### src/rtl/mprj_io_cfg_stager.sv
// Shadow/active per-pad configuration bank for the user GPIO ring.
// Apply copies shadow to active one pad every STAGGER cycles.
module mprj_io_cfg_stager #(
    parameter int          NPADS       = 38,
    parameter int          STAGGER     = 4,
    parameter logic [11:0] DEFAULT_CFG = 12'h201
) (
    input  logic               clock,
    input  logic               reset,
    input  logic               wr_en,
    input  logic [5:0]         wr_idx,
    input  logic [11:0]        wr_data,
    input  logic [5:0]         rd_idx,
    output logic [11:0]        rd_data,
    input  logic               apply_req,
    output logic               apply_ack,
    output logic               busy,
    output logic               done,
    output logic [NPADS-1:0]   mprj_io_oeb,
    output logic [NPADS-1:0]   mprj_io_holdover,
    output logic [NPADS-1:0]   mprj_io_inp_dis,
    output logic [NPADS-1:0]   mprj_io_ib_mode_sel,
    output logic [NPADS-1:0]   mprj_io_analog_en,
    output logic [NPADS-1:0]   mprj_io_analog_sel,
    output logic [NPADS-1:0]   mprj_io_analog_pol,
    output logic [NPADS-1:0]   mprj_io_slow_sel,
    output logic [NPADS-1:0]   mprj_io_vtrip_sel,
    output logic [NPADS*3-1:0] mprj_io_dm
);

    localparam int          GW         = (STAGGER > 1) ? $clog2(STAGGER) : 1;
    localparam logic [GW-1:0] GAP_RELOAD = GW'(STAGGER - 1);
    localparam logic [5:0]  NPADS_W    = 6'(NPADS);
    localparam logic [5:0]  LAST_IDX   = 6'(NPADS - 1);

    typedef enum logic [1:0] {
        S_IDLE,
        S_APPLY,
        S_DONE
    } state_t;

    state_t         state_q, state_d;
    logic [5:0]     idx_q, idx_d;
    logic [GW-1:0]  gap_q, gap_d;
    logic           ack_q, ack_d;
    logic [11:0]    rd_data_q, rd_data_d;
    logic [11:0]    shadow_q [NPADS];
    logic [11:0]    shadow_d [NPADS];
    logic [11:0]    active_q [NPADS];
    logic [11:0]    active_d [NPADS];

    always_comb begin
        state_d   = state_q;
        idx_d     = idx_q;
        gap_d     = gap_q;
        ack_d     = 1'b0;
        shadow_d  = shadow_q;
        active_d  = active_q;
        rd_data_d = 12'h000;

        if (rd_idx < NPADS_W) begin
            rd_data_d = active_q[rd_idx];
        end

        if (wr_en && (wr_idx < NPADS_W)) begin
            shadow_d[wr_idx] = wr_data;
        end

        // Copies read shadow_q, so a same-cycle write lands next pass.
        unique case (state_q)
            S_IDLE: begin
                if (apply_req) begin
                    ack_d   = 1'b1;
                    idx_d   = 6'd0;
                    gap_d   = '0;
                    state_d = S_APPLY;
                end
            end
            S_APPLY: begin
                if (gap_q == '0) begin
                    active_d[idx_q] = shadow_q[idx_q];
                    if (idx_q == LAST_IDX) begin
                        state_d = S_DONE;
                    end else begin
                        idx_d = idx_q + 6'd1;
                        gap_d = GAP_RELOAD;
                    end
                end else begin
                    gap_d = gap_q - 1'b1;
                end
            end
            S_DONE: begin
                state_d = S_IDLE;
            end
            default: begin
                state_d = S_IDLE;
            end
        endcase
    end

    always_ff @(posedge clock) begin
        if (reset) begin
            state_q   <= S_IDLE;
            idx_q     <= 6'd0;
            gap_q     <= '0;
            ack_q     <= 1'b0;
            rd_data_q <= DEFAULT_CFG;
            shadow_q  <= '{default: DEFAULT_CFG};
            active_q  <= '{default: DEFAULT_CFG};
        end else begin
            state_q   <= state_d;
            idx_q     <= idx_d;
            gap_q     <= gap_d;
            ack_q     <= ack_d;
            rd_data_q <= rd_data_d;
            shadow_q  <= shadow_d;
            active_q  <= active_d;
        end
    end

    assign rd_data   = rd_data_q;
    assign apply_ack = ack_q;
    assign busy      = (state_q != S_IDLE);
    assign done      = (state_q == S_DONE);

    always_comb begin
        mprj_io_oeb         = '0;
        mprj_io_holdover    = '0;
        mprj_io_inp_dis     = '0;
        mprj_io_ib_mode_sel = '0;
        mprj_io_analog_en   = '0;
        mprj_io_analog_sel  = '0;
        mprj_io_analog_pol  = '0;
        mprj_io_slow_sel    = '0;
        mprj_io_vtrip_sel   = '0;
        mprj_io_dm          = '0;
        for (int i = 0; i < NPADS; i++) begin
            mprj_io_oeb[i]         = active_q[i][0];
            mprj_io_holdover[i]    = active_q[i][1];
            mprj_io_inp_dis[i]     = active_q[i][2];
            mprj_io_ib_mode_sel[i] = active_q[i][3];
            mprj_io_analog_en[i]   = active_q[i][4];
            mprj_io_analog_sel[i]  = active_q[i][5];
            mprj_io_analog_pol[i]  = active_q[i][6];
            mprj_io_slow_sel[i]    = active_q[i][7];
            mprj_io_vtrip_sel[i]   = active_q[i][8];
            mprj_io_dm[3*i +: 3]   = active_q[i][11:9];
        end
    end

endmodule
### config.mk
export PLATFORM = sky130hd
export DESIGN_NAME = mprj_io_cfg_stager
export DESIGN_NICKNAME = d
export VERILOG_FILES = /design/src/rtl/mprj_io_cfg_stager.sv
export SDC_FILE = /design/constraint.sdc
export NUM_CORES = 2
export LEC_CHECK = 0
export BUFFER_PORTS_ARGS = -buffer_cell sky130_fd_sc_hd__buf_2
export CORE_ASPECT_RATIO = 0.6
export CORE_MARGIN = 5
export CORE_UTILIZATION = 48
export CTS_CLUSTER_DIAMETER = 40
export DETAILED_ROUTE_END_ITERATION = 10
export PLACE_DENSITY_LB_ADDON = 0.2
export SETUP_SLACK_MARGIN = 0.15
export SLEW_MARGIN = 10
export SYNTH_ARGS = -nofsm -noshare
export SYNTH_HDL_FRONTEND = slang
export SYNTH_SLANG_ARGS = --single-unit
### constraint.sdc
create_clock -name clock -period 2.5 [get_ports clock]
set_clock_uncertainty 0.2 [all_clocks]
set_input_delay 0.125 -clock clock [delete_from_list [all_inputs] [get_ports clock]]
set_output_delay 0.125 -clock clock [all_outputs]
set_load 0.03 [all_outputs]
==> flow_summary.json <==
{
  "whs_ps": 82.6,
  "power_density_mw_per_mm2": 602,
  "hpwl_um": 119000,
  "yosysWarnings": 0,
  "cts_max_level": 3,
  "syn_nets": 4512,
  "worstSetupEndpointType": "flop",
  "tightest_slew_ps": 1060,
  "clock_sinks": 935,
  "max_slew_margin_pct": 29.4,
  "yosysTopAreaCell": "dfxtp_1",
  "slew_viol_final": 0,
  "layout.nets": 5184,
  "async_flop_share_pct": 0,
  "synthCells": 4481,
  "grt_max_degree": 114,
  "synth_ff_type": "dfxtp_1",
  "synth_cell_types": 82,
  "drt_wl_total_um": 182000,
  "startpoint": "idx_q[1]",
  "required_ps": 2870,
  "root_buffer": "clkbuf_16",
  "status": "finished with violations",
  "p_total_mw": 32.7,
  "remaining_drc_errors": 0,
  "finalHoldViolations": 0,
  "ys_seq_area_share_pct": 45.5,
  "setup_viol": 213,
  "area_growth_pct": 32.3,
  "hold_path.class": "primary input to flop",
  "die_area_mm2": 0.0919,
  "numCtsBuffers": 96,
  "track_usage_pct": 36.2,
  "core_mm2": 0.0853,
  "synth.area.top_cells": "dfxtp_1 (45%), mux4_2 (7.8%), mux2i_1 (7.0%)",
  "io_buffer_count": 498,
  "drive_gt1_share_pct": 33.1,
  "final_antenna_net_count": 0,
  "start_util_pct": 48.3,
  "utilization_pct": 63.8,
  "ioPinCount": 499,
  "drt_iter0_drc": 5783,
  "syn_avg_cell_area_um2": 9.18,
  "worstPathCellList": "buf_6, buf_6, buf_6, mux2_2, a22oi_2, a21oi_2, buf_4, a211oi_4, buf_6, buf_12, a211oi_2",
  "synth_area_mm2": 0.0411,
  "antenna_found_initial": 6,
  "p_leak_nw": 20.2,
  "violations": "setup timing",
  "synth-edff-count": 0,
  "die_w_um": 388,
  "min_from": "wr_en",
  "rsz0062_at_grt": "yes",
  "path_clk_slew_ps": 70,
  "gr-total-overflow": 0,
  "clockBufferDepth": 3,
  "cp_slowest_cell": "dfxtp_4",
  "crit_top_cell": "buf_6",
  "grt_pass1_wl_um": 253000,
  "gp_congestion": 0.979,
  "first_pass_iters": 8,
  "max_cap_viol_count": 0,
  "post-route-min-period_ps": 2620,
  "cts_tree": "done",
  "clk_latency_ps": 710,
  "r2r_setup_slack_ps": -120,
  "ys_ff_latch": 935,
  "max_freq_mhz": 382,
  "ir_worst_vdd_mv": 0.628,
  "crit_fanout": 10,
  "die_y_um": 237,
  "r2r_start": "idx_q[1]",
  "vias": 40900,
  "worstSetupPathType": "flop to flop",
  "startpoint_type": "flop",
  "arrival_ps": 2990,
  "slowest_delay_ps": 400,
  "yosysTopAreaCellShare_pct": 45.5,
  "setup_slack_ps": -119,
  "grt_pass1_vias": 36500,
  "min_period_over_period_pct": 105,
  "post_drt_wl_per_cell_um": 28.5,
  "vias_per_cell": 6.42,
  "rows": 83,
  "nFillCells": 6879
}
==> cell families after synthesis <==
group,Yosys count,share of synthesized area [%]
and+or+nand+nor,1724,18.0
DFF,935,45.5
AOI/OAI and AO/OA,856,14.3
muxes,487,16.3
buffers and inverters,472,5.59
xor gates and xnor gates,4,0.0851
adders and majority gates,3,0.0912
==> flip-flops by register name, summed over array words and instances (netlist names) <==
signal	flops
rd_data	12
mprj_io_dm	114
state_q	2
mprj_io_slow_sel	38
mprj_io_analog_sel	38
idx_q	6
mprj_io_inp_dis	38
mprj_io_analog_pol	38
mprj_io_analog_en	38
mprj_io_ib_mode_sel	38
mprj_io_oeb	38
mprj_io_holdover	38
apply_ack	1
shadow_q	456
mprj_io_vtrip_sel	38
gap_q	2
==> worst max-delay path, delay by kind of cell (launching register included) <==
kind                   cells  cell delay (ps)
muxes                      1              340
AOI/OAI and AO/OA          4              630
buffers and inverters      6              880
DFF                        1              400
==> timing repair <==
| action | CTS | global route |
|---|---|---|
| buffers inserted | 53 | 31 |
| gates cloned | 14 | 22 |
| resized for setup | 166 | 267 |
| pin swaps | 58 | 90 |
| hold buffers | 29 | 0 |
| endpoints found under the hold margin | 510 | 0 |
| endpoints found under the setup margin | 424 | 466 |
==> Yosys cell counts, types with 51 or more instances <==
library cell / n
dfxtp_1: 935
clkbuf_1: 218
a211oi_1: 205
mux4_2: 142
a21oi_1: 279
o21ai_0: 64
mux2_2: 56
a221oi_1: 51
mux2i_1: 288
a311oi_1: 53
nor2_1: 628
nor3_1: 114
nand3_1: 317
buf_2: 129
nand2_1: 547
==> power breakdown <==
group	switching (mW)	total [mW]	internal (mW)
clock network	6.66	15.7	9.03
logic	1.40	2.07	0.675
registers	0.0431	15.0	14.9
==> cell type report <==
type | instances | area, um^2 | area share (%)
Multi-Input combinational cell | 3074 | 21700 | 39.9
Inverter | 11 | 43.8 | 0.0805
Clock inverter | 46 | 649 | 1.19
Clock buffer | 128 | 2740 | 5.03
Timing Repair Buffer | 1035 | 9090 | 16.7
Antenna cell | 1 | 2.50 | 0.00460
Tap cell | 1147 | 1440 | 2.64
Sequential cell | 935 | 18700 | 34.4
==> worst paths after layout <==
kind	end	cells past startpoint
setup reg to reg	mprj_io_analog_pol[17]	11
hold / removal	shadow_q[69]	5
hold reg to reg	shadow_q[329]	2
setup / recovery	mprj_io_analog_pol[17]	11
==> placed cells by master, fill, tap and decap left out, drive strengths merged, types with 4 or more instances in the layout <==
master	netlist	final
buf	242	985
dfxtp	935	935
nor2	646	646
nand2	547	547
nand3	320	320
mux2i	288	288
a21oi	283	283
a211oi	231	231
clkbuf	219	148
mux4	142	142
nor3	115	115
o21ai	71	71
mux2	57	57
a221oi	54	54
a311oi	54	54
a31oi	51	51
a22oi	42	42
dlygate4sd3	0	29
o211ai	24	24
inv	9	21
clkinv	2	20
nand2b	16	16
nor2b	16	16
o22ai	14	14
bufinv	0	12
and2	12	12
and3	11	11
a32oi	9	9
nor3b	8	8
and3b	6	6
and2b	4	4
o22a	4	4
xnor2	4	4
clkinvlp	0	4
o221ai	4	4
and4	4	4
==> routing by layer <==
metal  part of all wire (%)  track usage, %
met1                     40            53.3
met2                     40            49.5
met3                     16            12.6
met4                    4.4            11.2
met5                  0.034               0
==> per-stage QoR <==
stage / cells / worst slack (ps) / cell area [um^2] / setup TNS, ps
floorplan: 4481 / 218 / 41100 / 0
global placement: 6053 / -215 / 47100 / -8480
detailed placement: 6053 / -223 / 47100 / -13700
CTS: 6323 / -31.4 / 52400 / -404
global route: 6376 / -118 / 54400 / -16220
finish: 6377 / -119 / 54400 / -11350
Power figures use the tool's default switching activity.
